[src/rtl/alu_pkg.sv]
// alu_pkg: shared ALU function codes and arbiter FSM states.
// Imported by alu_core and alu_arbiter.
package alu_pkg;

  localparam logic [3:0] FUNC_ADD  = 4'd0;
  localparam logic [3:0] FUNC_SUB  = 4'd1;
  localparam logic [3:0] FUNC_PASS = 4'd2;
  localparam logic [3:0] FUNC_NOT  = 4'd3;
  localparam logic [3:0] FUNC_AND  = 4'd4;
  localparam logic [3:0] FUNC_OR   = 4'd5;
  localparam logic [3:0] FUNC_NAND = 4'd6;
  localparam logic [3:0] FUNC_NOR  = 4'd7;
  localparam logic [3:0] FUNC_XOR  = 4'd8;
  localparam logic [3:0] FUNC_XNOR = 4'd9;
  localparam logic [3:0] FUNC_SHL  = 4'd10;
  localparam logic [3:0] FUNC_SHR  = 4'd11;
  localparam logic [3:0] FUNC_ASHL = 4'd12;
  localparam logic [3:0] FUNC_ASHR = 4'd13;
  localparam logic [3:0] FUNC_NEG  = 4'd14;
  localparam logic [3:0] FUNC_ZERO = 4'd15;

  typedef enum logic [1:0] {
    IDLE,
    EXEC,
    RESP
  } state_e;

endpackage

[src/rtl/alu_core.sv]
// alu_core: purely combinational 16-op ALU.
// Overflow is only meaningful for add and sub.
module alu_core
  import alu_pkg::*;
#(
  parameter int DATA_WIDTH = 16
) (
  input  logic [DATA_WIDTH-1:0] A,
  input  logic [DATA_WIDTH-1:0] B,
  input  logic [3:0]            FuncCode,
  output logic [DATA_WIDTH-1:0] C,
  output logic                  OverflowFlag
);

  localparam int MSB = DATA_WIDTH - 1;

  // Decode the function code into result and overflow.
  always_comb begin
    C            = '0;
    OverflowFlag = 1'b0;
    unique case (FuncCode)
      FUNC_ADD: begin
        C = A + B;
        OverflowFlag = (A[MSB] == B[MSB]) &&
                       (C[MSB] != A[MSB]);
      end
      FUNC_SUB: begin
        C = A - B;
        OverflowFlag = (A[MSB] != B[MSB]) &&
                       (C[MSB] != A[MSB]);
      end
      FUNC_PASS: C = A;
      FUNC_NOT:  C = ~A;
      FUNC_AND:  C = A & B;
      FUNC_OR:   C = A | B;
      FUNC_NAND: C = ~(A & B);
      FUNC_NOR:  C = ~(A | B);
      FUNC_XOR:  C = A ^ B;
      FUNC_XNOR: C = ~(A ^ B);
      FUNC_SHL:  C = {A[MSB-1:0], 1'b0};
      FUNC_SHR:  C = {1'b0, A[MSB:1]};
      FUNC_ASHL: C = {A[MSB-1:0], 1'b0};
      FUNC_ASHR: C = {A[MSB], A[MSB:1]};
      FUNC_NEG:  C = '0 - A;
      FUNC_ZERO: C = '0;
      default:   C = '0;
    endcase
  end

endmodule

[src/rtl/alu_arbiter.sv]
// alu_arbiter: round-robin sharing of one alu_core
// between two valid/ready requesters.
module alu_arbiter
  import alu_pkg::*;
#(
  parameter int DATA_WIDTH = 16
) (
  input  logic                  clk,
  input  logic                  reset,
  input  logic [1:0]            req_valid,
  output logic [1:0]            req_ready,
  input  logic [DATA_WIDTH-1:0] req_a0,
  input  logic [DATA_WIDTH-1:0] req_b0,
  input  logic [DATA_WIDTH-1:0] req_a1,
  input  logic [DATA_WIDTH-1:0] req_b1,
  input  logic [3:0]            req_func0,
  input  logic [3:0]            req_func1,
  output logic [1:0]            rsp_valid,
  input  logic [1:0]            rsp_ready,
  output logic [DATA_WIDTH-1:0] rsp_c,
  output logic                  rsp_ovf,
  output logic                  busy
);

  state_e state_q, state_d;
  logic   prio_q, prio_d;
  logic   gid_q, gid_d;
  logic   gnt;

  logic [DATA_WIDTH-1:0] a_q, a_d;
  logic [DATA_WIDTH-1:0] b_q, b_d;
  logic [3:0]            func_q, func_d;
  logic [DATA_WIDTH-1:0] c_q, c_d;
  logic                  ovf_q, ovf_d;

  logic [DATA_WIDTH-1:0] alu_c;
  logic                  alu_ovf;

  alu_core #(
    .DATA_WIDTH(DATA_WIDTH)
  ) u_alu (
    .A           (a_q),
    .B           (b_q),
    .FuncCode    (func_q),
    .C           (alu_c),
    .OverflowFlag(alu_ovf)
  );

  // Pick a requester; priority bit breaks ties.
  always_comb begin
    gnt = 1'b0;
    unique case (req_valid)
      2'b10:   gnt = 1'b1;
      2'b11:   gnt = prio_q;
      default: gnt = 1'b0;
    endcase
  end

  // Next-state, operand capture and handshake outputs.
  always_comb begin
    state_d   = state_q;
    prio_d    = prio_q;
    gid_d     = gid_q;
    a_d       = a_q;
    b_d       = b_q;
    func_d    = func_q;
    c_d       = c_q;
    ovf_d     = ovf_q;
    req_ready = 2'b00;
    rsp_valid = 2'b00;
    unique case (state_q)
      IDLE: begin
        if (|req_valid) begin
          req_ready[gnt] = 1'b1;
          a_d     = gnt ? req_a1 : req_a0;
          b_d     = gnt ? req_b1 : req_b0;
          func_d  = gnt ? req_func1 : req_func0;
          gid_d   = gnt;
          state_d = EXEC;
        end
      end
      EXEC: begin
        c_d     = alu_c;
        ovf_d   = alu_ovf;
        state_d = RESP;
      end
      RESP: begin
        rsp_valid[gid_q] = 1'b1;
        if (rsp_ready[gid_q]) begin
          prio_d  = ~gid_q;
          state_d = IDLE;
        end
      end
      default: state_d = IDLE;
    endcase
  end

  // State and datapath registers; reset drops any transaction.
  always_ff @(posedge clk or posedge reset) begin
    if (reset) begin
      state_q <= IDLE;
      prio_q  <= 1'b0;
      gid_q   <= 1'b0;
      a_q     <= '0;
      b_q     <= '0;
      func_q  <= '0;
      c_q     <= '0;
      ovf_q   <= 1'b0;
    end else begin
      state_q <= state_d;
      prio_q  <= prio_d;
      gid_q   <= gid_d;
      a_q     <= a_d;
      b_q     <= b_d;
      func_q  <= func_d;
      c_q     <= c_d;
      ovf_q   <= ovf_d;
    end
  end

  assign rsp_c   = c_q;
  assign rsp_ovf = ovf_q;
  assign busy    = (state_q != IDLE);

endmodule

[config.mk]
export PLATFORM = sky130hd
export DESIGN_NAME = alu_arbiter
export DESIGN_NICKNAME = d
export VERILOG_FILES = /design/src/rtl/alu_pkg.sv /design/src/rtl/alu_core.sv /design/src/rtl/alu_arbiter.sv
export SDC_FILE = /design/constraint.sdc
export NUM_CORES = 1
export LEC_CHECK = 0
export BUFFER_PORTS_ARGS = -buffer_cell sky130_fd_sc_hd__buf_2
export CAP_MARGIN = 10
export CORE_MARGIN = 4
export CORE_UTILIZATION = 40
export CTS_CLUSTER_DIAMETER = 50
export CTS_CLUSTER_SIZE = 14
export DETAILED_ROUTE_END_ITERATION = 8
export GPL_TIMING_DRIVEN = 0
export PLACE_DENSITY_LB_ADDON = 0.08
export SYNTH_ARGS = -nofsm -noshare
export SYNTH_HDL_FRONTEND = slang
export SYNTH_HIERARCHICAL = 1
export SYNTH_SLANG_ARGS = --single-unit
[constraint.sdc]
create_clock -name clk -period 4.2 [get_ports clk]
set_clock_uncertainty 0.2 [all_clocks]
set_input_delay 0.63 -clock clk [delete_from_list [all_inputs] [get_ports clk]]
set_output_delay 0.63 -clock clk [all_outputs]
set_load 0.1 [all_outputs]
==> results of run 1 <==
## how the worst max path moves through the flow
stage | startpoint | end | cells past startpoint
2_1_floorplan | a_q[3] | rsp_c[15] | 12
3_3_place_gp | a_q[3] | rsp_c[14] | 11
3_5_place_dp | a_q[3] | rsp_c[14] | 11
4_1_cts | a_q[3] | rsp_c[14] | 11
5_1_grt | a_q[4] | rsp_c[12] | 11
6_report | a_q[4] | rsp_c[12] | 11
## what timing repair did
action / 4_1_cts / 5_1_grt
gates resized for setup: 1 / 2
endpoints found under the setup margin: 1 / 2
cloned: 0 / 0
## through the flow
step           utilization  hold WS, ns
2_1_floorplan            -       0.3079
3_3_place_gp        0.4618       0.2817
4_1_cts             0.4827       0.1397
6_report            0.4835       0.1254
3_5_place_dp        0.4637       0.2887
5_1_grt             0.4834       0.1806
## critical path, stage by stage, from the launching register on
cell,delay [ns]
dfrtp_1,0.66
inv_1,0.19
ha_1,0.32
buf_2,0.19
inv_2,0.07
a2111oi_0,0.94
a211oi_2,0.26
nor2_1,0.30
or3_1,0.17
mux2i_1,0.20
o211ai_1,0.11
mux2_2,0.28
## logic make-up (layout without fill, tap and decap cells)
family,Yosys count,count (layout),synth area share
compound gates,308,308,0.3404
buf+inv,121,236,0.08521
mux,28,28,0.04990
fa+ha+maj,50,50,0.1010
other cells,0,1,0
flops,57,57,0.2249
simple gates,187,187,0.1475
xor+xnor,37,37,0.05108
## area by class of cell
| class | instances | area, sq um | share of cell area |
|---|---|---|---|
| Sequential cell | 57 | 1426 | 0.1919 |
| Clock inverter | 5 | 38.79 | 0.005219 |
| Multi-Input combinational cell | 610 | 4397 | 0.5916 |
| Timing Repair Buffer | 99 | 510.5 | 0.06869 |
| Buffer | 65 | 330.3 | 0.04444 |
| Antenna cell | 1 | 2.502 | 0.0003367 |
| Inverter | 56 | 210.2 | 0.02828 |
| Tap cell | 211 | 264.0 | 0.03552 |
| Clock buffer | 11 | 252.7 | 0.03401 |
## sequential cells by signal, indices dropped and copies added, names as in the netlist
name and count:
prio_q 1, a_q 16, rsp_ovf 1, func_q 4, b_q 16, rsp_c 16, state_q 2, gid_q 1
## layout by cell type, fill, tap and decap left out, drive strengths merged, types with 4 or more instances in the layout
| cell | count |
|---|---|
| nor2b | 12 |
| a21o | 5 |
| inv | 56 |
| a222oi | 4 |
| mux2i | 8 |
| clkinvlp | 4 |
| nand3 | 24 |
| buf | 137 |
| a31oi | 23 |
| dfrtp | 57 |
| nor2 | 48 |
| o21bai | 4 |
| a211oi | 6 |
| mux2 | 19 |
| a22oi | 15 |
| xor2 | 5 |
| a221o | 21 |
| o22ai | 19 |
| o21ai | 64 |
| a21boi | 21 |
| clkbuf | 38 |
| xnor2 | 32 |
| a22o | 4 |
| nand4 | 6 |
| o221ai | 9 |
| or3 | 4 |
| ha | 48 |
| a21oi | 58 |
| o211ai | 12 |
| nand2 | 47 |
| nor3 | 19 |
| a221oi | 9 |
| nand2b | 13 |
## per-layer routing
| metal | up-vias | global-route usage | share of wire |
|---|---|---|---|
| met5 | - | 0 | 0 |
| met4 | 0 | 0.1240 | 0.042 |
| met3 | 77 | 0.05889 | 0.10 |
| met2 | 465 | 0.4464 | 0.43 |
| met1 | 3314 | 0.3900 | 0.42 |
| li1 | 3158 | - | - |
==> results, run 1 <==
- The maximum level of the CTS H-tree is 3.
- The final hold violation count is 0.
- The post-synthesis sequential area ratio is 0.2249.
- The setup check on the worst reg-to-reg path leaves a slack of 0.20 ns.
- The cell area that synthesis handed to floorplanning was 6344 sq um.
- The synthesized netlist contains 82 unique library cells.
- Summed over all layers, the global routing overflow is 0.
- The path type of the worst min-delay path is in -> async.
- The number of nets at the end of the flow is 1026.
- Setup violations remaining at the end of the flow were counted as 0.
- The count of buffers added on input and output ports is 98.
- The initial antenna violation count is 0.
- The via count of the first global-routing pass came to 7039.
- The initial core utilization is 0.4127.
- Relative to the synthesized area, the layout overhead comes to 17.16%.
- Of the post-synthesis cell area, the dominant cell type holds 0.2249.
- Counting flops with a built-in enable in the synthesized netlist gives 0.
- The total of warnings raised by yosys is 6.
- The master cell of the clock root buffer is clkbuf_16.
- No sink is reached through more buffers than the 2 on the longest clock path.
- When the netlist entered floorplanning its net count stood at 916.
- After detailed routing, the average wire length per cell comes to 23.41 um.
- For this run, design rule violations remaining after detail routing come to 0.
- The sum of routed wire length over all layers is 26.10 mm.
- The endpoint kind of the worst setup timing path is a register.
- In this run the standard cell core region covers 15370 sq um.
- Headroom to the max-slew limit came out at 0.2427.
- The die area is 17940 sq um.
- The via-per-instance ratio is 6.291.
- Based on the critical path, the design can be clocked at up to 250.3 MHz.
- After the first detailed-routing iteration, the DRC count stood at 894.
- The detailed-routing iteration count for the pre-antenna-repair pass is 7.
- TritonCTS built the clock tree.
- Clock-pin slew was measured on the worst setup and hold paths at 0.07 ns.
- After routing the design area is 7432 sq um.
- The worst register-to-register path has a depth of 11.
- The count of max-cap constraint violations is 0.
- In the final layout, the share of cells above drive strength 1 is 0.2193.
- In the post-synthesis netlist, the biggest area contributors are dfrtp_1 22%, ha_1 9.5%, o21ai_0 4.9%.
- The number of setup buffers added after CTS is 0.
- Among all flip-flop cells after synthesis, the most frequent one is dfrtp_1.
- The dominant cell by count in the synthesized netlist is o21ai_0.
- Including well taps, the total number of placed cells is 1098.
- The number of instances in the synthesized netlist is 788.
- STA classifies the critical path startpoint as a register.
- Setup repair after global routing left no endpoint under its margin.
- STA puts the critical path data arrival time at 4.02 ns.
- The first-pass GRT wire length is 40.25 mm.
- The fraction of registers with async set/reset is 1.000.
- The latest clock arrival within the worst-skew pair is 0.34 ns.
- The width of the die is 133.9 um.
- The startpoint identified for the worst register-to-register timing path is a_q[4].
- The largest net degree at the start of global routing is 38.
- Detailed placement finished with a half-perimeter wire length of 19.76 mm.
- After detailed placement, the total cell area comes to 7127 sq um.
- The floorplan has 45 rows.
- The transition time at the pin with the least slew margin is 1.107 ns.
- The largest area contributor in the synthesized netlist is dfrtp_1.
- The number of I/O pins is 100.
- The number of buffers created by CTS is 9.
- In the final timing run, aggregate negative setup slack is 0 ns.
- Timing analysis after detailed placement gives a worst setup slack of -0.05723 ns.
- For this run, the total global-route usage over all layers was measured as 0.2881.
- The time the final worst path needs with I/O delays and setup is 3.996 ns.
- A synthesized cell averages 8.050 sq um.
- Across all setup checks in the final design, the least slack found is 0.2043 ns.
- The run finished with clean final reports.
- Along the worst path, the maximum fanout reaches 9.
- The number of fill cells in the layout is 1523.
- The chip height is 133.9 um.
- In this run, synthesis produced a sequential element count of 57.
- The tree built by TritonCTS fans out to 57 sinks.
- The final worst-path cycle share is 0.9514.
- Buffers inserted to repair hold after CTS numbered 0.
- The final route contains 7014 vias.
- By count the netlist is led by 62 x o21ai_0, 57 x a21oi_1, 57 x dfrtp_1.
- The final non-filler cell total is 1115.
- The worst flop-to-flop path endpoint is rsp_c[12].
- The final weighted congestion in routability-driven placement is 0.9576.
- The number of pins with negative max-slew slack in the final report was 0.
- For the worst setup path, the data required time is 4.22 ns.
- The detail route stage leaves a number of antenna-violating nets equal to 0.
- The critical path is of the reg -> reg type.
Power of run 1 is not shown: default switching activity piles up to over one toggle a cycle in this logic, so the estimate is an artifact.
==> run 2: changes to the inputs <==
CORE_ASPECT_RATIO = 0.5   (was unset)
==> run 2 against run 1 <==
Count of clock-buffer cells in the layout fell by 1. Non-clock buffer count rose by 1. Core utilization shrank 0.35 points. Sequential share of layout area about the same. Wire length grew 1.7%.
==> results, run 2 (synthesized netlist as in run 1, its figures left out) <==
- Among cell families on the critical path, the largest total delay comes from compound AO/OA/AOI/OAI gates.
- The commonest non-fill, non-tap cell in the layout is buf_2.
- STA classifies the critical path startpoint as a register.
- TritonCTS built the clock tree.
- The number of buffers created by CTS was 9 (unchanged).
- The timing-limited maximum frequency is 255.8 MHz (+2.2%).
- The number of I/O pins is 100 (unchanged).
- The root buffer cell chosen for the clock tree is clkbuf_16.
- The cell area after layout came to 7418 sq um (-0.19%).
- The critical path goes through clkbuf_1, inv_1, ha_1, clkbuf_1, o2111ai_1, a2111oi_2, nor3_1, o21ai_1, xnor2_1, o221ai_1, mux2_2.
- The worst path setup slack after routing was 0.2910 ns (+0.08670 ns).
- The worst setup path is captured at a register.
- The HPWL after detailed placement is 20.44 mm (+3.4%).
- The vias after detailed routing is 6899 (-1.6%).
- The headroom to the max-slew limit is 0.3777 (+0.1350).
- The count of max-cap constraint violations is 0 (unchanged).
- The critical path is of the reg -> reg type.
- The final hold violation count was 0 (unchanged).
- The maximum level of the CTS H-tree is 3 (unchanged).
- The via count of the first global-routing pass is 6612 (-6.1%).
- The number of nets at the end of the flow is 1027 (+0.097%).
- The most repeated library cell on the critical path is clkbuf_1.
- The chip height was 97.05 um (-28%).
- The flow ran to the end, and the final reports show no timing, DRC or antenna violations.
- In this run the critical register-to-register path is captured at rsp_c[14].
- The transition time at the pin with the least slew margin is 0.9263 ns (-0.1810 ns).
- The utilization after layout is 0.4800 (-0.003513).
- The detailed-routing iteration count for the pre-antenna-repair pass is 6 (-1).
- The count of final setup violators is 0 (unchanged).
- The number of buffers added for setup after CTS is 0 (unchanged).
- The total grt overflow is 0 (unchanged).
- The residual antenna-violating net count after detailed routing is 0 (unchanged).
- The latest clock arrival within the worst-skew pair is 0.34 ns (about the same).
- The maximum net fanout on the critical path came to 7 (-2).
- The reg-to-reg critical path startpoint is a_q[3].
- The setup slack on the worst flop-to-flop path is 0.29 ns (+0.09 ns).
- The largest individual stage delay along the critical path comes from the cell a2111oi_2.
- The final antenna diode count came to 0 (-1).
- The clock-pin transition on the worst setup and hold timing paths is 0.06 ns (about the same).
- The area of the multi-input gates is 4383 sq um (-0.31%).
- The hold-fix buffer count after cts is 0 (unchanged).
- The share of final-layout standard cells stronger than drive strength 1 is 0.2182 (-0.001107).
- The global-route usage over all layers is 0.2899 (+0.001788).
- The die area is 18060 sq um (+0.69%).
- The first-pass GRT wire length is 40.08 mm (-0.44%).
- The buffering stage count on the worst path with inverters included is 3 (unchanged).
- The via-per-instance ratio is 6.232 (-0.93%).
- The initial core utilization is 0.4105 (-0.002239).
- The row count is 32 (-29%).
- The pre-CTS setup slack is 0.1065 ns (+0.1637 ns).
- The largest net degree at the start of global routing was 35 (-7.9%).
- The time the final worst path needs with I/O delays and setup is 3.909 ns (-0.08670 ns).
- The starting DRC count in detailed routing is 978 (+9.4%).
- The final worst-path cycle share came to 0.9307 (-0.02064).
- The highest cell delay on the worst timing path came to 0.69 ns (-0.25 ns).
- The mean routed wirelength per cell is 23.99 um (+2.5%).
- The total core area was 15450 sq um (+0.55%).
- The number of fill cells in the layout came to 1564 (+2.7%).
- The combined flip-flop and latch cell area is 1426 sq um (unchanged).
- The number of pins with negative max-slew slack in the final report is 0 (unchanged).
- The worst-case reg-to-reg path depth is 11 (unchanged).
- The number of clock sinks came to 57 (unchanged).
- The sum of routed wire length over all layers is 26.55 mm (+1.7%).
- The width of the die is 186.1 um (+39%).
- The initial antenna violation count came to 0 (unchanged).
- The placed instance area was 7117 sq um (-0.14%).
- The setup total negative slack is 0 ns (unchanged).
- The path type of the worst min-delay path is in -> async.
- Relative to the synthesized area, the layout overhead comes to 16.94%.
- The final weighted congestion in routability-driven placement is 0.9783 (+2.2%).
- Setup repair after global routing left no endpoint under its margin.
- The remaining design rule violation count is 0 (unchanged).
- The buffer depth of the longest clock path is 2 (unchanged).
- The count of buffers from port buffering is 98 (unchanged).
- Leaving out fill and tap cells, the most frequent cells in the layout are 122 x buf_2, 62 x o21ai_0, 57 x a21oi_1, 57 x dfrtp_1, 49 x inv_1.
- The critical path data required time is 4.22 ns (about the same).
- The arrival time at the worst endpoint is 3.93 ns (-0.09 ns).
run 2: changes by cell type in the layout (fill, tap and decap cells not counted):
cell        delta
a211oi_1       +1
a211oi_2       -1
buf_4          +1
bufinv_16      +1
clkbuf_8       -1
clkinv_2       +2
clkinv_4       +1
clkinvlp_4     -3
diode_2        -1
inv_6          -1
nor4_2         +1
nor4_4         -1
run 2: stage by stage:
| step | hold slack [ns] | std cells |
|---|---|---|
| floorplan | 0.3079 | 788 |
| global placement | 0.2824 | 1090 |
| detailed placement | 0.2888 | 1092 |
| CTS | 0.1711 | 1107 |
| global route | 0.2126 | 1107 |
| finish | 0.1491 | 1107 |
run 2: layout make-up:
| type | count | area share |
|---|---|---|
| multi-input combinational | 610 | 0.5908 |
| sequential | 57 | 0.1923 |
| timing repair buffer | 100 | 0.06983 |
| buffer | 65 | 0.04453 |
| tap | 204 | 0.03441 |
| clock buffer | 10 | 0.03221 |
| inverter | 56 | 0.02834 |
| clock inverter | 5 | 0.007590 |
run 2: what timing repair did:
item,CTS,global route
endpoints found under the setup margin,0,2
gates resized for setup,0,2
hold endpoints to repair,0,0
run 2: metal layers:
layer	track usage	vias to the layer above	part of all wire
met3	0.1051	43	0.14
li1	-	3147	-
met4	0.06267	0	0.017
met2	0.3715	453	0.37
met1	0.4535	3256	0.48
met5	0	-	0
run 2: worst max path at each step:
stage | from | end | slack (ns) | depth (start not counted)
floorplan | a_q[3] | rsp_c[15] | 1.08 | 12
global placement | a_q[3] | rsp_c[14] | 0.15 | 11
detailed placement | a_q[3] | rsp_c[14] | 0.11 | 11
CTS | a_q[3] | rsp_c[14] | 0.06 | 11
global route | a_q[3] | rsp_c[14] | 0.1 | 11
finish | a_q[3] | rsp_c[14] | 0.29 | 11
Power of run 2 is left out for the same reason.
==> run 3: changes to the inputs <==
PLACE_DENSITY_LB_ADDON = unset   (was 0.08)
==> run 3 against run 2 <==
Core utilization is essentially flat. Global-route usage shrank 0.80 points. Critical endpoint unchanged. Via count grew 1.3%. Non-clock buffer count is the same. Fmax shrank 3.1%. First-iteration DRC count grew 15%. Critical path depth is the same. Setup slack lost 0.13 ns. Cell count is the same. Die area is the same. Largest cell class unchanged. Count of clock-buffer cells in the layout is the same.
==> results, run 3 (synthesized netlist as in run 1, its figures left out) <==
- The run finished with clean final reports.
- STA classifies the critical path startpoint as a register.
- The worst flop-to-flop path endpoint is rsp_c[14].
- The timing-limited maximum frequency is 247.9 MHz (-3.1%).
- TritonCTS built the clock tree.
- The hold-fix buffer count after cts is 0 (unchanged).
- The initial core utilization is 0.4105 (unchanged).
- The vias after detailed routing is 6987 (+1.3%).
- The clock-pin transition on the worst setup and hold timing paths is 0.06 ns (about the same).
- The latest clock arrival within the worst-skew pair came to 0.34 ns (about the same).
- The top cell types in the final layout, fill and taps aside, are 122 x buf_2, 62 x o21ai_0, 57 x a21oi_1, 57 x dfrtp_1, 49 x inv_1.
- Setup repair after global routing left no endpoint under its margin.
- The final worst-path cycle share is 0.9606 (+0.02988).
- The count of max-cap constraint violations is 0 (unchanged).
- The largest net degree at the start of global routing is 35 (unchanged).
- The number of fill cells in the layout was 1566 (+0.13%).
- The setup total negative slack is 0 ns (unchanged).
- The global-route usage over all layers came to 0.2819 (-0.007999).
- The starting DRC count in detailed routing is 1120 (+15%).
- The HPWL after detailed placement is 19.95 mm (-2.4%).
- The via-per-instance ratio is 6.312 (+1.3%).
- The buffer depth of the longest clock path was 2 (unchanged).
- The width of the die is 186.1 um (unchanged).
- The total core area is 15450 sq um (unchanged).
- The final antenna diode count is 0 (unchanged).
- The arrival time at the worst endpoint is 4.05 ns (+0.12 ns).
- The reg-to-reg critical path startpoint is a_q[3].
- The count of final setup violators is 0 (unchanged).
- The layout-stage area growth over the synthesis result is 16.86% (about the same).
- The setup slack on the worst flop-to-flop path is 0.17 ns (-0.13 ns).
- The initial antenna violation count is 0 (unchanged).
- The critical path data required time is 4.22 ns (about the same).
- The chip height is 97.05 um (unchanged).
- The cell area after layout is 7413 sq um (about the same).
- The row count is 32 (unchanged).
- The placed instance area is 7117 sq um (unchanged).
- The remaining design rule violation count was 0 (unchanged).
- The first-pass GRT wire length was 38.97 mm (-2.8%).
- The detailed-routing iteration count for the pre-antenna-repair pass is 6 (unchanged).
- The mean routed wirelength per cell is 23.57 um (-1.7%).
- The headroom to the max-slew limit is 0.4202 (+0.04245).
- STA classifies the critical path endpoint as a register.
- The number of buffers created by CTS is 9 (unchanged).
- The maximum net fanout on the critical path is 7 (unchanged).
- The total grt overflow is 0 (unchanged).
- The count of buffers from port buffering is 98 (unchanged).
- The number of pins with negative max-slew slack in the final report is 0 (unchanged).
- The transition time at the pin with the least slew margin is 0.8631 ns (-0.06319 ns).
- The library cell used most frequently in the layout, excluding fill and tap cells, is buf_2.
- The time the final worst path needs with I/O delays and setup is 4.035 ns (+0.1255 ns).
- The share of final-layout standard cells stronger than drive strength 1 was 0.2171 (-0.001107).
- The die area is 18060 sq um (unchanged).
- The number of clock sinks was 57 (unchanged).
- The critical path class is reg -> reg.
- The number of nets at the end of the flow was 1027 (unchanged).
- The number of I/O pins is 100 (unchanged).
- The via count of the first global-routing pass is 6561 (-0.77%).
- The final hold violation count is 0 (unchanged).
- The cell sitting at the root of the clock tree is a clkbuf_16.
- The sum of routed wire length over all layers is 26.10 mm (-1.7%).
- The final weighted congestion in routability-driven placement came to 1.020 (+4.3%).
- The maximum level of the CTS H-tree was 3 (unchanged).
- The residual antenna-violating net count after detailed routing is 0 (unchanged).
- The path type of the worst min-delay path is in -> async.
- The worst-case reg-to-reg path depth is 11 (unchanged).
-- run 3: cell types whose count changed in the layout (fill, tap and decap cells not counted) --
cell and delta:
a2111oi_1 +1, a2111oi_2 -1
-- run 3: worst max path at each step --
stage                       from        end  slack (ns)  cells after the start
after floorplan           a_q[3]  rsp_c[15]        1.08                     12
after global placement    a_q[3]  rsp_c[14]         0.1                     11
after CTS                 a_q[3]  rsp_c[14]        0.10                     11
after global routing      a_q[3]  rsp_c[14]        0.12                     11
after detailed placement  a_q[3]  rsp_c[14]        0.13                     11
final                     a_q[3]  rsp_c[14]        0.17                     11
-- run 3: area by class of cell --
type,instances,area [sq um],area share
Clock inverter,5,56.30,0.007595
Inverter,56,210.2,0.02835
Clock buffer,10,239.0,0.03224
Tap cell,204,255.2,0.03443
Timing Repair Buffer,100,518.0,0.06987
Buffer,65,330.3,0.04456
Multi-Input combinational cell,610,4378,0.5905
Sequential cell,57,1426,0.1924
-- run 3: worst max-delay path, cell delays in order (launching register included) --
cell,delay (ns)
dfrtp_1,0.45
clkbuf_1,0.41
inv_1,0.20
ha_1,0.32
clkbuf_1,0.27
o2111ai_1,0.31
a2111oi_1,0.89
nor3_1,0.10
o21ai_1,0.19
xnor2_1,0.13
o221ai_1,0.14
mux2_2,0.29
-- run 3: routing by layer --
layer | up-vias | part of all wire | global-route usage
met2 | 440 | 0.38 | 0.3720
met3 | 59 | 0.14 | 0.1118
met5 | - | 0.0030 | 0.03429
met4 | 2 | 0.016 | 0.04868
li1 | 3153 | - | -
met1 | 3333 | 0.46 | 0.4285
-- run 3: what timing repair did --
| action | in CTS | in global routing |
|---|---|---|
| setup endpoints to repair | 0 | 2 |
| resized for setup | 0 | 1 |
| buffers inserted | 0 | 0 |
| hold endpoints to repair | 0 | 0 |
-- run 3: metrics by stage --
| step | setup slack [ns] | hold WS (ns) | util | cells |
|---|---|---|---|---|
| global route | 0.1164 | 0.1876 | 0.4797 | 1107 |
| detailed placement | 0.1323 | 0.2885 | 0.4605 | 1092 |
| finish | 0.1654 | 0.1396 | 0.4797 | 1107 |
| global placement | 0.09934 | 0.2823 | 0.4587 | 1090 |
| floorplan | 1.077 | 0.3079 | - | 788 |
| CTS | 0.1019 | 0.1609 | 0.4796 | 1107 |
Power of run 3 is left out for the same reason.
